$ cat src/rtl/shift_add_mult_8b_pkg.sv
// Shared constants and state encoding for the 8x8 shift-add multiplier.
package shift_add_mult_8b_pkg;

  localparam int OP_W       = 8;
  localparam int PROD_W     = 16;
  localparam int MULT_STEPS = 8;
  localparam int CNT_W      = 4;

  typedef enum logic [1:0] {
    IDLE = 2'd0,
    RUN  = 2'd1,
    DONE = 2'd2
  } state_t;

endpackage

$ cat src/rtl/shift_add_mult_8b_adder.sv
// 8-bit ripple-carry adder assembled from 1-bit full-adder cells.
module full_adder (
  input  logic a,
  input  logic b,
  input  logic cin,
  output logic sum,
  output logic cout
);

  assign sum  = a ^ b ^ cin;
  assign cout = (a & b) | (cin & (a ^ b));

endmodule

module ripple_adder_8b (
  input  logic [7:0] a,
  input  logic [7:0] b,
  input  logic       cin,
  output logic       carry,
  output logic [7:0] sum
);

  logic [8:0] c;

  assign c[0]  = cin;
  assign carry = c[8];

  for (genvar i = 0; i < 8; i++) begin : g_cell
    full_adder u_fa (
      .a   (a[i]),
      .b   (b[i]),
      .cin (c[i]),
      .sum (sum[i]),
      .cout(c[i+1])
    );
  end

endmodule

$ cat src/rtl/shift_add_mult_8b.sv
// Sequential unsigned 8x8->16 multiplier: one add/shift step per clock through
// a shared ripple adder, with a start/ready/done handshake.
module shift_add_mult_8b
  import shift_add_mult_8b_pkg::*;
(
  input  logic                clk,
  input  logic                reset,
  input  logic                start,
  input  logic [OP_W-1:0]     a,
  input  logic [OP_W-1:0]     b,
  output logic                ready,
  output logic                done,
  output logic [PROD_W-1:0]   product
);

  state_t             state;
  logic [OP_W-1:0]    mcand;
  logic [OP_W-1:0]    acc;
  logic [OP_W-1:0]    mq;
  logic               cout;
  logic [CNT_W-1:0]   cnt;

  logic [OP_W-1:0]    sum;
  logic               carry;
  logic [2*OP_W+1:0]  step_w;

  ripple_adder_8b u_adder (
    .a    (acc),
    .b    (mcand),
    .cin  (1'b0),
    .carry(carry),
    .sum  (sum)
  );

  // {cout, acc, mq} with a leading zero, before the right shift. cout is
  // always zero after a shift, so the no-add path still yields a zero MSB.
  assign step_w = mq[0] ? {1'b0, carry, sum, mq} : {1'b0, cout, acc, mq};

  // NOTE: all state uses non-blocking assignment so every register samples
  // the pre-edge values; the product register is a separate copy so it only
  // moves on iteration edges, never on the accepting edge.
  always_ff @(posedge clk) begin
    if (reset) begin
      state   <= IDLE;
      mcand   <= '0;
      acc     <= '0;
      mq      <= '0;
      cout    <= 1'b0;
      cnt     <= '0;
      ready   <= 1'b1;
      done    <= 1'b0;
      product <= '0;
    end else begin
      case (state)
        IDLE: begin
          if (start) begin
            mcand <= a;
            mq    <= b;
            acc   <= '0;
            cout  <= 1'b0;
            cnt   <= '0;
            ready <= 1'b0;
            state <= RUN;
          end
        end
        RUN: begin
          {cout, acc, mq} <= step_w[2*OP_W+1:1];
          product         <= step_w[2*OP_W:1];
          cnt             <= cnt + 1'b1;
          if (cnt == CNT_W'(MULT_STEPS - 1)) begin
            done  <= 1'b1;
            state <= DONE;
          end
        end
        DONE: begin
          done  <= 1'b0;
          ready <= 1'b1;
          state <= IDLE;
        end
        default: begin
          done  <= 1'b0;
          ready <= 1'b1;
          state <= IDLE;
        end
      endcase
    end
  end

endmodule

$ cat config.mk
export PLATFORM = sky130hd
export DESIGN_NAME = shift_add_mult_8b
export DESIGN_NICKNAME = d
export VERILOG_FILES = /design/src/rtl/shift_add_mult_8b_pkg.sv /design/src/rtl/shift_add_mult_8b_adder.sv /design/src/rtl/shift_add_mult_8b.sv
export SDC_FILE = /design/constraint.sdc
export NUM_CORES = 1
export LEC_CHECK = 0
export CORE_MARGIN = 4
export CORE_UTILIZATION = 47
export CTS_CLUSTER_DIAMETER = 150
export CTS_CLUSTER_SIZE = 20
export DETAILED_ROUTE_END_ITERATION = 7
export DONT_BUFFER_PORTS = 1
export PLACE_DENSITY = 0.66
export SLEW_MARGIN = 20
export SYNTH_ARGS = -nofsm -noshare
export SYNTH_HDL_FRONTEND = slang
export SYNTH_SLANG_ARGS = --single-unit
$ cat constraint.sdc
create_clock -name clk -period 4.6 [get_ports clk]
set_input_delay 0.46 -clock clk [delete_from_list [all_inputs] [get_ports clk]]
set_output_delay 0.46 -clock clk [all_outputs]
set_load 0.02 [all_outputs]
* Word-level counts from Yosys, hierarchy flattened
Cells that the tools add are included. W data, S select, Z words.
Operators by class: add/sub/neg operators 1, bitwise operators 39, eq/ne operators 4, reduce and logical (&&, ||, !) cells 7, mux-type cells 15
Operators with widths (count):
- $pmux W8 S2 | 2
- $mux W17 | 1
- $mux W8 | 2
- $and A1 B1 Y1 | 15
- $xor A1 B1 Y1 | 15
- $reduce_and A2 Y1 | 5
- $pmux W4 S2 | 1
- $or A1 B1 Y1 | 7
- $pmux W1 S2 | 3
- $add A4 B1 Y4 const B | 1
- $eq A4 B3 Y1 const B | 1
- $mux W2 | 2
- $mux W4 | 1
- $ne A2 B2 Y1 const B | 2
- $pmux W2 S2 | 1
- $eq A2 B1 Y1 const B | 1
- $logic_not A2 Y1 | 1
- $mux W1 | 2
- $not A1 Y1 | 2
- $reduce_bool A2 Y1 | 1
Word-level totals: logic and storage cells 75, flip-flop bits (word level) 49, output and inout bits 18, input port bits 19

* Depth between registers and ports, before layout
depth in word-level cells 17, gate-level depth with buffers 15, mapped depth without buffers 15

* By module
From an unflattened synthesis, not the netlist that was laid out.
Second synthesis, totals: cells, all modules 218, area, all modules 2084.5 um^2
Modules (own cells, without submodules):
- shift_add_mult_8b | sequential area each 960.9 um^2, area an instance 1924.3 um^2, times used 1, cells an instance 210
- full_adder | sequential area each 0.0 um^2, area an instance 20.0 um^2, times used 8, cells an instance 1

* Worst setup path before layout
No wires, ideal clock.
path kind register -> register, start register acc[0], end register product[14], clock period less this slack 3.406 ns, path buffers 0, setup time 0.132 ns, path slack 1.194 ns, data required time 4.468 ns, data arrival time 3.273 ns, cell stages (with the launch flop) 16, path through dfxtp_1 > ha_1 > inv_1 > fa_1 > fa_1 > fa_1 > inv_1 > fa_1 > fa_1 > inv_1 > fa_1 > inv_1 > fa_1 > mux2_2 > nand2_1 > a21oi_1
Between the ends: word-level cells in the longest chain between the ends 15
Ends and longest elaborated chain:
- start, declared | RTL line shift_add_mult_8b.sv:18 | logic [OP_W-1:0] acc;
- start signal, assigned | RTL line shift_add_mult_8b.sv:67 | {cout, acc, mq} <= step_w[2*OP_W+1:1];
- $and A1 B1 Y1 (2 in series) | RTL line shift_add_mult_8b_adder.sv:11 | assign cout = (a & b) | (cin & (a ^ b));
- $or A1 B1 Y1 | RTL line shift_add_mult_8b_adder.sv:11
- $and A1 B1 Y1 | RTL line shift_add_mult_8b_adder.sv:11
- $or A1 B1 Y1 | RTL line shift_add_mult_8b_adder.sv:11
- $and A1 B1 Y1 | RTL line shift_add_mult_8b_adder.sv:11
- $or A1 B1 Y1 | RTL line shift_add_mult_8b_adder.sv:11
- $and A1 B1 Y1 | RTL line shift_add_mult_8b_adder.sv:11
- $or A1 B1 Y1 | RTL line shift_add_mult_8b_adder.sv:11
- $and A1 B1 Y1 | RTL line shift_add_mult_8b_adder.sv:11
- $or A1 B1 Y1 | RTL line shift_add_mult_8b_adder.sv:11
- $and A1 B1 Y1 | RTL line shift_add_mult_8b_adder.sv:11
- $or A1 B1 Y1 | RTL line shift_add_mult_8b_adder.sv:11
- $xor A1 B1 Y1 | RTL line shift_add_mult_8b_adder.sv:10 | assign sum = a ^ b ^ cin;
- $mux W17 | RTL line shift_add_mult_8b.sv:37 | assign step_w = mq[0] ? {1'b0, carry, sum, mq} : {1'b0, cout, acc, mq};
- end signal, assigned | RTL line shift_add_mult_8b.sv:68 | product <= step_w[2*OP_W:1];
- end, declared | RTL line shift_add_mult_8b.sv:13 | output logic [PROD_W-1:0] product
No other way between the ends. A chain may end at the register's enable or synchronous reset.

* Final worst setup path
start register acc[0], end register acc[6]
Between the ends: word-level cells in the longest chain between the ends 16
Ends and longest elaborated chain:
- $and A1 B1 Y1 (2 in series) | RTL line shift_add_mult_8b_adder.sv:11
- $or A1 B1 Y1 | RTL line shift_add_mult_8b_adder.sv:11
- $and A1 B1 Y1 | RTL line shift_add_mult_8b_adder.sv:11
- $or A1 B1 Y1 | RTL line shift_add_mult_8b_adder.sv:11
- $and A1 B1 Y1 | RTL line shift_add_mult_8b_adder.sv:11
- $or A1 B1 Y1 | RTL line shift_add_mult_8b_adder.sv:11
- $and A1 B1 Y1 | RTL line shift_add_mult_8b_adder.sv:11
- $or A1 B1 Y1 | RTL line shift_add_mult_8b_adder.sv:11
- $and A1 B1 Y1 | RTL line shift_add_mult_8b_adder.sv:11
- $or A1 B1 Y1 | RTL line shift_add_mult_8b_adder.sv:11
- $and A1 B1 Y1 | RTL line shift_add_mult_8b_adder.sv:11
- $or A1 B1 Y1 | RTL line shift_add_mult_8b_adder.sv:11
- $xor A1 B1 Y1 | RTL line shift_add_mult_8b_adder.sv:10
- $mux W17 | RTL line shift_add_mult_8b.sv:37
- $pmux W8 S2 | RTL line shift_add_mult_8b.sv:54 | case (state)
No other way between the ends.

==> impl_metrics.tcl <==
set metrics [dict create \
    io_buffers 0 \
    synth.mux.area_fraction_pct 1.62 \
    synthFlopType "dfxtp_1" \
    ys_ff_latch 48 \
    dp.cells 270 \
    dpl.hpwl_mm 2.77 \
    grt_max_degree 50 \
    synthCells 235 \
    ant_nets 0 \
    postCtsResizedCells 0 \
    vdd_drop_max_v 0.000161 \
    core-area_um2 4140 \
    die_h_um 74.5 \
    p_switching_uw 216 \
    rows 23 \
    fp.dieArea_um2 5560 \
    initial_core_util_pct 50.2 \
    num_vias 1552 \
    initialDrtViolationCount 96 \
    final_cell_count_no_fill 278 \
    gp_congestion 0.740 \
    cts_root_buf "clkbuf_8" \
    cp-end-kind "flop" \
    wire_per_inst_um 15.6 \
    nets 255 \
    cap_viol_max_count 0 \
    synth_cell_types 33 \
    sw_frac_of_total_pct 25.7 \
    r2r_slack_ps 1030 \
    synth-adder-area-share_pct 7.94 \
    min_period_ps 3570 \
    cellPowerDensity_nw_per_um2 389 \
    synth_enable_flop_cells 0 \
    p_comb_share_pct 7.9 \
    status "finished, final reports clean" \
    place_ws_ps 1040 \
    cts_tree "built" \
    pin_count 37 \
    synth_compound_area_share_pct 21.2 \
    hp-class "in2reg" \
    h-tree-depth 2 \
    p_int_uw 625 \
    yosys_warnings 0 \
    netlist_area_um2 2080 \
    antenna_found_initial 0 \
    slew_headroom_pct 46.2 \
    die_width_um 74.5 \
    fin_crit_sh_pct 77.6 \
    drc_errors 0 \
    num_antenna_cells 0 \
    leakagePower_nw 0.770 \
    synthSimpleGateAreaFrac_pct 16.1 \
    cp.arrival_ps 3770 \
    syn_nets 263 \
    dr.pass1.iters 6 \
    cp-start-kind "flop" \
    crit_type "reg2reg" \
    rsz0062_at_grt "false" \
    required_ps 4800 \
    crit_path_max_fanout 3 \
    max_freq_mhz 280 \
    ys_seq_area_share_pct 46.2 \
    yosys.area_share.xor_xnor_pct 0 \
    seqPwrFrac_pct 55.2 \
    reg2reg_depth 15 \
    worstMarginPinSlew_ps 807 \
    final-setup-viol-count 0 \
    grt_usage_pct 16.9 \
    avgSynthCellArea_um2 8.85 \
    finalWirelength_mm 4.33 \
    setup-tns-final_ps 0 \
    synth_top_family_by_area "compound AO/OA/AOI/OAI gates" \
    post_cts_buffers 0 \
    avgViaCountPerCell 5.58 \
    async_flop_share_pct 0 \
    skew_ps 9.01 \
    layout_setup_ws_ps 1030 \
    grt_pass1_wl_mm 7.07 \
    clk_pin_slew_worst_paths_ps 100 \
    syn_to_final_growth_pct 3.97 \
    worstHoldPathCells 1 \
    drive_gt1_share_pct 7.89 \
    numCtsBuffers 5 \
    hold_buffers 0 \
    power_uw 841 \
    cts_buffer_depth 2 \
    clkSinkCount 48 \
    grt_overflow 0 \
    clock_latency_ps 300 \
    first_global_vias 1476 \
    whs_ps 210 \
    clockPowerShare_pct 36.8 \
    finalHoldViolCount 0 \
    drv_slew 0 \
]
-- logic make-up (layout without fill, tap and decap cells) --
family	after synthesis	in the layout
adder cells (fa/ha/maj)	9	9
AO/OA/AOI/OAI	70	70
AND/OR/NAND/NOR	76	76
multiplexers	3	3
buffers and inverters	29	22
flip-flops	48	48
-- path summary, 6_finish.rpt --
path,startpoint,end
worst max-delay path,acc[0],acc[6]
worst min-delay path,reset,product[5]
worst max register to register,acc[0],acc[6]
worst min register to register,acc[3],acc[3]
-- synthesized netlist by cell type (2+ instances only) --
library cell | count | area [µm²]
o21ai_0 | 8 | 40.0
ha_1 | 2 | 25.0
nor3_1 | 4 | 20.0
o2bb2ai_1 | 3 | 26.3
nand3_1 | 3 | 15.0
o22ai_1 | 4 | 25.0
fa_1 | 7 | 140
nor2_1 | 13 | 48.8
mux2_2 | 3 | 33.8
buf_4 | 5 | 37.5
nand2_1 | 47 | 176
dfxtp_1 | 48 | 961
a211oi_1 | 8 | 60.1
a21oi_1 | 35 | 175
clkbuf_1 | 7 | 26.3
nand3b_1 | 3 | 22.5
inv_1 | 14 | 52.6
o211ai_1 | 4 | 30.0
o21ba_2 | 2 | 20.0
buf_6 | 2 | 22.5
-- power groups by stage --
stage / Sequential [mW] / Combinational, mW / Clock (mW)
3_3_place_gp: 0.474 / 0.0670 / 0
6_report: 0.464 / 0.0667 / 0.310
2_1_floorplan: 0.465 / 0.0710 / 0
4_1_cts: 0.465 / 0.0682 / 0.314
3_5_place_dp: 0.474 / 0.0677 / 0
5_1_grt: 0.468 / 0.0770 / 0.331
-- through the flow --
step                instance area, µm²  utilization (%)
finish                            2160             52.2
floorplan                         2080                -
detailed placement                2050             49.5
global route                      2160             52.2
global placement                  2050             49.5
CTS                               2160             52.2
-- layer usage --
metal  share of wire (%)  routed length (µm)  track usage (%)  vias up
met5                   0                   0                0        -
met1                  46                1990             22.0      729
met3                 4.9                 210             3.78        5
met2                  48                2070             27.0       37
met4                 1.5                  63             7.51        0
li1                    -                   -                -      781
-- area by class of cell --
type                       instances  area, µm²
tap                               50       62.6
clock buffer                       5       68.8
multi-input combinational        158        976
inverter                          14       52.6
clock inverter                     3       42.5
fill                             406       1980
sequential                        48        961
-- sequential cells by signal (all words and copies together), names as in the netlist --
| name | count |
|---|---|
| mcand | 8 |
| product | 16 |
| done | 1 |
| state | 2 |
| mq | 8 |
| cnt | 4 |
| ready | 1 |
| acc | 8 |
-- cell usage in the layout, fill, tap and decap left out, types with 2 or more instances in the layout --
master      n
o2bb2ai_1   3
o211ai_1    4
a21oi_1    35
nand3b_1    3
mux2_2      3
o21ba_2     2
o21ai_0     8
nand2_1    47
nor3_1      4
fa_1        7
inv_1      14
dfxtp_1    48
ha_1        2
o22ai_1     4
a211oi_1    8
nand3_1     3
clkbuf_8    5
nor2_1     13
-- critical path, cell delays in order, from the launching register on --
cell and delay (ps):
dfxtp_1 360, ha_1 160, inv_1 50, fa_1 440, fa_1 390, fa_1 370, inv_1 70, fa_1 180
fa_1 160, inv_1 50, fa_1 350, inv_1 70, fa_1 400, mux2_2 270, nand2_1 90, a21oi_1 70
Note: power is estimated with default switching activity, not from simulation.
